File: config.mk
export PLATFORM = sky130hd
export DESIGN_NAME = mem_stage_flat
export DESIGN_NICKNAME = d
export VERILOG_FILES = /design/src/rtl/mem_stage_if.sv /design/src/rtl/mem_stage.sv /design/src/flat_wrapper.sv
export SDC_FILE = /design/constraint.sdc
export NUM_CORES = 1
export LEC_CHECK = 0
export CAP_MARGIN = 20
export CORE_UTILIZATION = 30
export CTS_BUF_LIST = sky130_fd_sc_hd__clkbuf_2 sky130_fd_sc_hd__clkbuf_4 sky130_fd_sc_hd__clkbuf_8
export DETAILED_ROUTE_END_ITERATION = 6
export GPL_TIMING_DRIVEN = 1
export PLACE_DENSITY = 0.52
export SYNTH_ARGS = -nofsm -noshare
export SYNTH_HDL_FRONTEND = slang
export SYNTH_SLANG_ARGS = --single-unit
File: constraint.sdc
create_clock -name clk -period 3.3 [get_ports clk]
set_clock_uncertainty 0.05 [all_clocks]
set_input_delay 0.66 -clock clk [delete_from_list [all_inputs] [get_ports clk]]
set_output_delay 0.66 -clock clk [all_outputs]
set_load 0.02 [all_outputs]
File: src/rtl/mem_stage_if.sv
// Data-memory req/ack bus between the memory stage (master) and the memory (slave).
interface mem_stage_if;
  logic        req;
  logic        wr;
  logic [31:0] addr;
  logic [31:0] wdata;
  logic [3:0]  be;
  logic [31:0] rdata;
  logic        ack;

  modport master (output req, wr, addr, wdata, be, input rdata, ack);
  modport slave  (input req, wr, addr, wdata, be, output rdata, ack);
endinterface

File: src/rtl/mem_stage.sv
// Pipeline memory stage: issues loads/stores on a req/ack bus, aligns load data, feeds MEM_WB.
// Zero-wait ops complete in the request cycle; a pending ack stalls upstream and bubbles MEM_WB.
module mem_stage #(
  parameter int TIMEOUT = 255
) (
  input  logic               clk,
  input  logic               rst,
  input  logic               ex_mem_valid,
  input  logic               ex_mem_regfile_re,
  input  logic               ex_mem_regfile_we,
  input  logic [4:0]         ex_mem_regfile_addr,
  input  logic [31:0]        ex_mem_alu_result,
  input  logic [31:0]        ex_mem_store_data,
  input  logic [3:0]         ex_mem_mem_op,
  mem_stage_if.master        dmem,
  output logic               mem_wb_regfile_re,
  output logic               mem_wb_regfile_we,
  output logic [4:0]         mem_wb_regfile_addr,
  output logic [31:0]        mem_wb_data,
  output logic               mem_stall,
  output logic               mem_misalign,
  output logic               mem_bus_err
);
  localparam int CW = $clog2(TIMEOUT + 1);
  localparam logic [3:0] OP_LB = 4'd1, OP_LBU = 4'd2, OP_LH = 4'd3, OP_LHU = 4'd4;
  localparam logic [3:0] OP_LW = 4'd5, OP_SB = 4'd6, OP_SH = 4'd7, OP_SW = 4'd8;

  typedef enum logic {IDLE, BUSY} state_t;

  state_t        state, state_nxt;
  logic [CW-1:0] cnt;
  logic [3:0]    r_op;
  logic [31:0]   r_addr, r_wdata;
  logic [3:0]    r_be;
  logic [4:0]    r_rd;
  logic          r_we, r_re;

  logic [3:0]    op;
  logic          is_mem, is_load, r_is_load, misalign;
  logic          req, capture, cnt_inc;

  function automatic logic [3:0] lane_be(input logic [3:0] o, input logic [1:0] a);
    case (o)
      OP_LB, OP_LBU, OP_SB: lane_be = 4'b0001 << a;
      OP_LH, OP_LHU, OP_SH: lane_be = a[1] ? 4'b1100 : 4'b0011;
      default:              lane_be = 4'b1111;
    endcase
  endfunction

  function automatic logic [31:0] st_data(input logic [3:0] o, input logic [31:0] d);
    case (o)
      OP_SB:   st_data = {4{d[7:0]}};
      OP_SH:   st_data = {2{d[15:0]}};
      default: st_data = d;
    endcase
  endfunction

  function automatic logic [31:0] ld_align(input logic [3:0] o, input logic [1:0] a,
                                           input logic [31:0] d);
    logic [31:0] sh;
    sh = d >> {a, 3'b000};
    case (o)
      OP_LB:   ld_align = {{24{sh[7]}}, sh[7:0]};
      OP_LBU:  ld_align = {24'h0, sh[7:0]};
      OP_LH:   ld_align = {{16{sh[15]}}, sh[15:0]};
      OP_LHU:  ld_align = {16'h0, sh[15:0]};
      default: ld_align = d;
    endcase
  endfunction

  // Invalid slots behave exactly like a non-memory op.
  assign op        = ex_mem_valid ? ex_mem_mem_op : 4'd0;
  assign is_mem    = (op >= OP_LB) && (op <= OP_SW);
  assign is_load   = (op >= OP_LB) && (op <= OP_LW);
  assign r_is_load = (r_op >= OP_LB) && (r_op <= OP_LW);
  assign misalign  = (((op == OP_LH) || (op == OP_LHU) || (op == OP_SH)) && ex_mem_alu_result[0])
                   || (((op == OP_LW) || (op == OP_SW)) && (ex_mem_alu_result[1:0] != 2'b00));

  // Bus fields are zero whenever no request is up, which also covers reset.
  always_comb begin
    dmem.req   = req;
    dmem.wr    = 1'b0;
    dmem.addr  = '0;
    dmem.wdata = '0;
    dmem.be    = '0;
    if (req) begin
      if (state == BUSY) begin
        dmem.wr    = r_op >= OP_SB;
        dmem.addr  = {r_addr[31:2], 2'b00};
        dmem.wdata = r_wdata;
        dmem.be    = r_be;
      end else begin
        dmem.wr    = op >= OP_SB;
        dmem.addr  = {ex_mem_alu_result[31:2], 2'b00};
        dmem.wdata = st_data(op, ex_mem_store_data);
        dmem.be    = lane_be(op, ex_mem_alu_result[1:0]);
      end
    end
  end

  always_comb begin
    state_nxt           = state;
    req                 = 1'b0;
    capture             = 1'b0;
    cnt_inc             = 1'b0;
    mem_stall           = 1'b0;
    mem_misalign        = 1'b0;
    mem_bus_err         = 1'b0;
    mem_wb_regfile_re   = 1'b0;
    mem_wb_regfile_we   = 1'b0;
    mem_wb_regfile_addr = '0;
    mem_wb_data         = '0;
    if (!rst) begin
      case (state)
        IDLE: begin
          mem_wb_regfile_re   = ex_mem_regfile_re;
          mem_wb_regfile_addr = ex_mem_regfile_addr;
          mem_wb_data         = ex_mem_alu_result;
          if (!is_mem) begin
            mem_wb_regfile_we = ex_mem_regfile_we & ex_mem_valid;
          end else if (misalign) begin
            mem_misalign = 1'b1;
          end else begin
            req = 1'b1;
            if (dmem.ack) begin
              mem_wb_regfile_we = is_load & ex_mem_regfile_we;
              if (is_load) mem_wb_data = ld_align(op, ex_mem_alu_result[1:0], dmem.rdata);
            end else begin
              mem_stall           = 1'b1;
              mem_wb_regfile_re   = 1'b0;
              mem_wb_regfile_addr = '0;
              mem_wb_data         = '0;
              capture             = 1'b1;
              state_nxt           = BUSY;
            end
          end
        end
        BUSY: begin
          // An ack arriving on the timeout cycle still completes the transfer.
          if (dmem.ack) begin
            req                 = 1'b1;
            mem_wb_regfile_re   = r_re;
            mem_wb_regfile_we   = r_is_load & r_we;
            mem_wb_regfile_addr = r_rd;
            mem_wb_data         = r_is_load ? ld_align(r_op, r_addr[1:0], dmem.rdata) : r_addr;
            state_nxt           = IDLE;
          end else if (cnt == CW'(TIMEOUT - 1)) begin
            mem_bus_err = 1'b1;
            state_nxt   = IDLE;
          end else begin
            req       = 1'b1;
            mem_stall = 1'b1;
            cnt_inc   = 1'b1;
          end
        end
        default: state_nxt = IDLE;
      endcase
    end
  end

  always_ff @(posedge clk) begin
    if (rst) begin
      state   <= IDLE;
      cnt     <= '0;
      r_op    <= '0;
      r_addr  <= '0;
      r_wdata <= '0;
      r_be    <= '0;
      r_rd    <= '0;
      r_we    <= 1'b0;
      r_re    <= 1'b0;
    end else begin
      state <= state_nxt;
      if (capture) begin
        cnt     <= '0;
        r_op    <= op;
        r_addr  <= ex_mem_alu_result;
        r_wdata <= st_data(op, ex_mem_store_data);
        r_be    <= lane_be(op, ex_mem_alu_result[1:0]);
        r_rd    <= ex_mem_regfile_addr;
        r_we    <= ex_mem_regfile_we;
        r_re    <= ex_mem_regfile_re;
      end else if (cnt_inc) begin
        cnt <= cnt + 1'b1;
      end
    end
  end
endmodule

File: src/flat_wrapper.sv
// flat-port wrapper written by rule: the top's interface ports become plain ports
module mem_stage_flat 
#(
  parameter int TIMEOUT = 255
)
  (clk, rst, ex_mem_valid, ex_mem_regfile_re, ex_mem_regfile_we, ex_mem_regfile_addr, ex_mem_alu_result, ex_mem_store_data, ex_mem_mem_op, mem_wb_regfile_re, mem_wb_regfile_we, mem_wb_regfile_addr, mem_wb_data, mem_stall, mem_misalign, mem_bus_err, dmem_req, dmem_wr, dmem_addr, dmem_wdata, dmem_be, dmem_rdata, dmem_ack);
  mem_stage_if dmem_i ();
  input  logic clk;
  input  logic rst;
  input  logic ex_mem_valid;
  input  logic ex_mem_regfile_re;
  input  logic ex_mem_regfile_we;
  input  logic [4:0] ex_mem_regfile_addr;
  input  logic [31:0] ex_mem_alu_result;
  input  logic [31:0] ex_mem_store_data;
  input  logic [3:0] ex_mem_mem_op;
  output logic mem_wb_regfile_re;
  output logic mem_wb_regfile_we;
  output logic [4:0] mem_wb_regfile_addr;
  output logic [31:0] mem_wb_data;
  output logic mem_stall;
  output logic mem_misalign;
  output logic mem_bus_err;
  output wire logic [$bits(dmem_i.req)-1:0] dmem_req;
  output wire logic [$bits(dmem_i.wr)-1:0] dmem_wr;
  output wire logic [$bits(dmem_i.addr)-1:0] dmem_addr;
  output wire logic [$bits(dmem_i.wdata)-1:0] dmem_wdata;
  output wire logic [$bits(dmem_i.be)-1:0] dmem_be;
  input wire logic [$bits(dmem_i.rdata)-1:0] dmem_rdata;
  input wire logic [$bits(dmem_i.ack)-1:0] dmem_ack;
  assign dmem_req = dmem_i.req;
  assign dmem_wr = dmem_i.wr;
  assign dmem_addr = dmem_i.addr;
  assign dmem_wdata = dmem_i.wdata;
  assign dmem_be = dmem_i.be;
  assign dmem_i.rdata = dmem_rdata;
  assign dmem_i.ack = dmem_ack;
  mem_stage #(.TIMEOUT(TIMEOUT)) u_core (.clk(clk), .rst(rst), .ex_mem_valid(ex_mem_valid), .ex_mem_regfile_re(ex_mem_regfile_re), .ex_mem_regfile_we(ex_mem_regfile_we), .ex_mem_regfile_addr(ex_mem_regfile_addr), .ex_mem_alu_result(ex_mem_alu_result), .ex_mem_store_data(ex_mem_store_data), .ex_mem_mem_op(ex_mem_mem_op), .dmem(dmem_i), .mem_wb_regfile_re(mem_wb_regfile_re), .mem_wb_regfile_we(mem_wb_regfile_we), .mem_wb_regfile_addr(mem_wb_regfile_addr), .mem_wb_data(mem_wb_data), .mem_stall(mem_stall), .mem_misalign(mem_misalign), .mem_bus_err(mem_bus_err));
endmodule
==> results of run 1 <==
## worst min path at each step
stage | slack, ps | cells after the start | from | end
2_1_floorplan | 380 | 1 | u_core.r_be[0]$_SDFFE_PP0P_ | u_core.r_be[0]$_SDFFE_PP0P_
3_3_place_gp | 390 | 1 | u_core.r_wdata[11]$_SDFFE_PP0P_ | u_core.r_wdata[11]$_SDFFE_PP0P_
3_5_place_dp | 400 | 1 | u_core.r_wdata[12]$_SDFFE_PP0P_ | u_core.r_wdata[12]$_SDFFE_PP0P_
4_1_cts | 430 | 1 | u_core.r_wdata[14]$_SDFFE_PP0P_ | u_core.r_wdata[14]$_SDFFE_PP0P_
5_1_grt | 440 | 1 | u_core.r_be[0]$_SDFFE_PP0P_ | u_core.r_be[0]$_SDFFE_PP0P_
6_report | 420 | 1 | u_core.r_wdata[20]$_SDFFE_PP0P_ | u_core.r_wdata[20]$_SDFFE_PP0P_
## metrics by stage
step | instances | setup WS [ps] | hold WS (ps)
after floorplan | 917 | 19.6 | 382
after global placement | 1522 | -1090 | 394
after detailed placement | 1522 | -1160 | 396
after CTS | 1545 | 0.545 | 425
after global routing | 1552 | -7.04 | 440
final | 1552 | 49.4 | 422
## timing repair
action                                  in CTS  in global routing
setup buffers                                7                  7
pin swaps                                   19                 23
endpoints found under the setup margin     160                 75
resized for setup                          511                 99
gates cloned                                 1                  0
## sequential cells by signal, indices dropped and copies added, names as in the netlist
signal and count:
u_core.cnt 8, u_core.r_be 4, u_core.r_addr 32, u_core.r_re 1
u_core.r_we 1, u_core.state 1, u_core.r_rd 5, u_core.r_wdata 32
u_core.r_op 4
## worst reg2reg max path: stages (launching register included)
cell and delay, ps:
dfxtp_4 490, or3b_2 490, a41oi_2 190, buf_4 170, and4_1 260, nand3_1 100, xor2_1 140, nor2_1 50
## cell usage in the layout, fill, tap and decap left out, types with 18 or more instances in the layout
cell               n
mux2i_1           84
nor2_1           140
buf_6             18
buf_2             95
clkdlybuf4s50_1  100
o21ai_0           40
o2bb2ai_1         36
nand2_1           43
a22o_1            58
dfxtp_1           86
buf_4            189
a21oi_1           90
## power groups by stage
stage,Sequential (uW),Combinational [uW],Clock (uW)
floorplan,1140,603,0
global placement,1150,1280,0
detailed placement,1150,1280,0
CTS,1130,1260,898
global route,1140,1380,935
finish,1130,1300,875
## layer usage
layer	global-route usage (%)	up-vias	wire length, um
met2	41.9	301	14400
li1	-	4120	-
met5	0	-	0
met1	34.4	4036	14500
met4	11.2	0	1100
met3	4.90	47	1790
## cells by family after synthesis
logic type | share of synthesized area [%]
fa+ha+maj | 0.359
other cells | 0.0538
xor+xnor | 0.880
buf+inv | 6.26
mux | 13.3
flops | 25.3
simple gates | 17.9
compound gates | 35.9
## final cells by class
| class | instances | share of cell area, % |
|---|---|---|
| tap | 285 | 3.29 |
| multi-input combinational | 733 | 46.9 |
| sequential | 88 | 16.3 |
| clock buffer | 9 | 1.14 |
| inverter | 12 | 0.416 |
| timing repair buffer | 418 | 31.1 |
| clock inverter | 7 | 0.820 |
==> impl_metrics.toml, run 1 <==
[status]
status = "finished, final reports clean"

[detailed_routing]
drtAntennaViolNets = 0
vias = 8504
drtPass1Iterations = 5
wl_um = 31800
viasPerCell = 5.48
drcViolationCount = 0
drt-initial-drc-count = 513
wl_per_cell_um = 20.5

[place]
gp_congestion = 0.933
portBuffers = 220
dpl_cell_area_mm2 = 0.0107
hpwl_um = 24100

[sta]
drv_slew = 0
setup_violations = 0
rsz0062_at_grt = "true"
fin_crit_sh_pct = 98.5
timing.fmax_mhz = 308
setup_tns_ps = 0
hold_viol = 0
worstMarginPinSlew_ps = 671
fin_crit_ps = 3250
max-slew-margin-rel_pct = 55.2

[worst_setup_path]
worstPathRequired_ps = 2590
crit_chain = "buf_4 > buf_4 > or3_4 > and3_4 > and2_1 > o21ai_0 > a21oi_1 > a211oi_2 > buf_4 > buf_6"
r2r-end = "u_core.cnt[7]$_SDFFE_PP0P_"
crit_path_end_kind = "output port"
worstSetupStartpointType = "primary input"
timing.critical_path.mode_cell = "buf_4"
cp_top_family = "simple AND/OR/NAND/NOR gates"
worst_path_max_delay_cell = "or3_4"
r2r_setup_slack_ps = 1280
crit_cells = 10
path_class = "primary input to output port"
setup.worst_path.start = "ex_mem_mem_op[2]"
cp_num_buf_inv = 4
cpPeakStageDelay_ps = 400
crit_path_max_fanout = 4
arrival_ps = 2540
r2r_cells = 7
crit_path_end = "mem_wb_data[0]"
r2r_start = "u_core.state$_DFF_P_"

[pwr]
switching_share_pct = 37.4
p_leak_uw = 0.00464
p_sw_uw = 1230
power_density_mw_per_mm2 = 305
total_power_uw = 3300
p_int_uw = 2070
pwr-share-seq_pct = 34.3
combPwrFrac_pct = 39.2
vdd_ir_drop_max_v = 0.000218
clockPowerShare_pct = 26.5

[clock_network]
clock_latency_ps = 390
htreeDepth = 3
holdBufCountCts = 0
clkTransAtPathRegs_ps = 110
clk_root_buffer_cell = "clkbuf_8"
cts_inserted_buffers = 9
cts_tree = "built"
cts_buffer_depth = 2
cts_num_sinks = 88

[logic_synthesis]
synthTopCellsByArea = "dfxtp_1 25%, mux2i_1 12%, nor2_1 7.7%"
yosysWarningCount = 0
yosysSeqAreaShare_pct = 25.3
synth_cell_types = 75
synth.largest_area_cell = "dfxtp_1"
synth_edf_count = 0
netlist.area_leader.share_pct = 25.3
post_synth_inst_count = 916
synth.avg_cell_area_um2 = 7.61
synth_flop_cell = "dfxtp_1"
synthMostInstantiatedCell = "nor2_1"
ys_ff_latch = 88
synth_area_mm2 = 0.00697
async_reset_ff_share_pct = 0
yosys-top-cells-count = "143 x nor2_1, 96 x a21oi_1, 88 x dfxtp_1"

[global_routing]
grt_overflow = 0
track_usage_pct = 26.2
grt_pass1_wl_um = 48300
grt_max_degree = 52
antenna_found_initial = 0
grt_pass1_vias = 8361

[cells_and_area]
seq_area_mm2 = 0.00177
design_area_mm2 = 0.0108
fillers = 2314
fin_util_pct = 47.7
final_nets = 1375
multi_input_area_mm2 = 0.00508
drive_gt1_share_pct = 32.0
diodes = 0
area_growth_pct = 55.4

[floorplanning]
die_w_um = 154
start_util_pct = 30.7
rows = 55
dieHeight_um = 154
io_pins = 223
die_area_mm2 = 0.0238
coreArea_mm2 = 0.0227

[flow_run]
maxCapViolations = 0

[min_path]
hp-class = "flip-flop to flip-flop"
Power figures use the tool's default switching activity.
==> inputs of run 2 (changes only) <==
--- a/config.mk
+++ b/config.mk
@@ -10,7 +10,7 @@
 export CTS_BUF_LIST = sky130_fd_sc_hd__clkbuf_2 sky130_fd_sc_hd__clkbuf_4 sky130_fd_sc_hd__clkbuf_8
 export DETAILED_ROUTE_END_ITERATION = 6
 export GPL_TIMING_DRIVEN = 1
-export PLACE_DENSITY = 0.52
+export PLACE_DENSITY_LB_ADDON = 0.25
 export SYNTH_ARGS = -nofsm -noshare
 export SYNTH_HDL_FRONTEND = slang
 export SYNTH_SLANG_ARGS = --single-unit
==> impl_metrics.toml, run 2 (synthesis results as in run 1) <==
[detailed_routing]
wl_um = 32400
dr_wl_met3_um = 2390
drtPass1Iterations = 5
viasPerCell = 5.51
vias = 8577
top_layer = "met4"
drcViolationCount = 0
drtAntennaViolNets = 0
drt-initial-drc-count = 465
wl_per_cell_um = 20.8
met1_length_um = 14500
route.met2.wl_um = 14600

[worst_setup_path]
worstSetupStartpointType = "primary input"
arrival_ps = 2560
crit_path_end_kind = "output port"
worstPathRequired_ps = 2590
crit_path_max_fanout = 3
worst_path_max_delay_cell = "or3_4"
path_class = "primary input to output port"
timing.critical_path.mode_cell = "buf_6"
cpPeakStageDelay_ps = 380
crit_chain = "buf_6 > or2_4 > and3_4 > a21o_1 > or3_4 > buf_12 > a2111oi_4 > buf_4 > nor3_4 > buf_6"

[sta]
worstMarginPinSlew_ps = 666
rsz0062_at_grt = "true"
timing.fmax_mhz = 306
drv_slew = 0
max-slew-margin-rel_pct = 55.6
fin_crit_ps = 3270
fin_crit_sh_pct = 99.1
hold_viol = 0
hold_ws_ps = 427
setup_violations = 0

[place]
dp.cells = 1515
gp_congestion = 0.959
dpl_cell_area_mm2 = 0.0106
portBuffers = 220
hpwl_um = 23700

[cells_and_area]
seq_area_mm2 = 0.00177
drive_gt1_share_pct = 34.7
fillers = 2250
area_growth_pct = 62.7
fin_util_pct = 50.0
final_nets = 1378
design_area_mm2 = 0.0113
multi_input_area_mm2 = 0.00526
layout_common_cells = "193 x buf_4, 108 x nor2_1, 99 x clkdlybuf4s50_1, 88 x a21oi_1, 87 x dfxtp_1"
fin_cells = 1556
top_regs = "u_core.r_addr: 32 flops, u_core.r_wdata: 32 flops, u_core.cnt: 8 flops"
layout_commonest_cell = "buf_4"

[pwr]
switching_share_pct = 38.6
clockPowerShare_pct = 24.7
pwr-share-seq_pct = 34.0
power_density_mw_per_mm2 = 293
vdd_ir_drop_max_v = 0.000158
p_leak_uw = 0.00474
total_power_uw = 3330
p_int_uw = 2040
p_sw_uw = 1280
combPwrFrac_pct = 41.3

[global_routing]
grt_pass1_vias = 8069
grt_pass1_wl_um = 47800
grt_max_degree = 52
track_usage_pct = 25.9
antenna_found_initial = 1
grt_overflow = 0

[floorplanning]
io_pins = 223
dieHeight_um = 154
die_w_um = 154
start_util_pct = 30.7
die_area_mm2 = 0.0238
rows = 55
coreArea_mm2 = 0.0227

[clock_network]
clock_latency_ps = 380
holdBufCountCts = 0
clk_root_buffer_cell = "clkbuf_8"
htreeDepth = 3
cts_tree = "built"
clkTransAtPathRegs_ps = 110
cts_num_sinks = 88
cts_buffer_depth = 2
cts_inserted_buffers = 9

[flow_run]
maxCapViolations = 0

[min_path]
hp-class = "flip-flop to flip-flop"

[status]
status = "finished, final reports clean"
[run 2: repair_timing]
item / CTS / global route
cloned: 4 / 6
pin swaps: 20 / 34
setup endpoints to repair: 110 / 110
gates resized for setup: 619 / 127
setup buffers: 7 / 8
[run 2: worst paths after layout]
kind	endpoint	slack [ps]	from	depth (start not counted)
max	mem_wb_data[7]	30	ex_mem_alu_result[1]	10
min	u_core.r_wdata[16]$_SDFFE_PP0P_	430	u_core.r_wdata[16]$_SDFFE_PP0P_	1
max reg2reg	u_core.cnt[7]$_SDFFE_PP0P_	1300	u_core.state$_DFF_P_	7
min reg2reg	u_core.r_wdata[16]$_SDFFE_PP0P_	430	u_core.r_wdata[16]$_SDFFE_PP0P_	1
[run 2: routing by layer]
metal	GRT usage [%]	vias to the layer above
met4	8.58	0
met5	0	-
met2	41.7	374
met1	34.8	4028
met3	4.57	51
li1	-	4124
[run 2: metrics by stage]
step	setup TNS, ps	worst slack (ps)
global route	-346	-42.6
detailed placement	-120940	-1260
floorplan	0	19.6
finish	0	29.5
global placement	-119240	-1250
CTS	-67.6	-19.1
[run 2: power by group through the flow]
| stage | Clock, uW | Sequential (uW) | Combinational (uW) |
|---|---|---|---|
| floorplan | 0 | 1140 | 603 |
| global placement | 0 | 1150 | 1260 |
| detailed placement | 0 | 1150 | 1260 |
| CTS | 842 | 1130 | 1280 |
| global route | 876 | 1140 | 1460 |
| finish | 820 | 1130 | 1370 |
[run 2: critical path, delay by kind of cell]
| kind | cells | cell delay [ps] |
|---|---|---|
| AOI/OAI and AO/OA | 2 | 510 |
| buffers and inverters | 4 | 570 |
| and+or+nand+nor | 4 | 820 |
[run 2: cell type report]
type	count	area share, %
Multi-Input combinational cell	734	46.4
Clock buffer	9	1.09
Timing Repair Buffer	420	32.8
Antenna cell	1	0.0221
Sequential cell	88	15.6
Inverter	12	0.397
Clock inverter	7	0.618
Tap cell	285	3.14
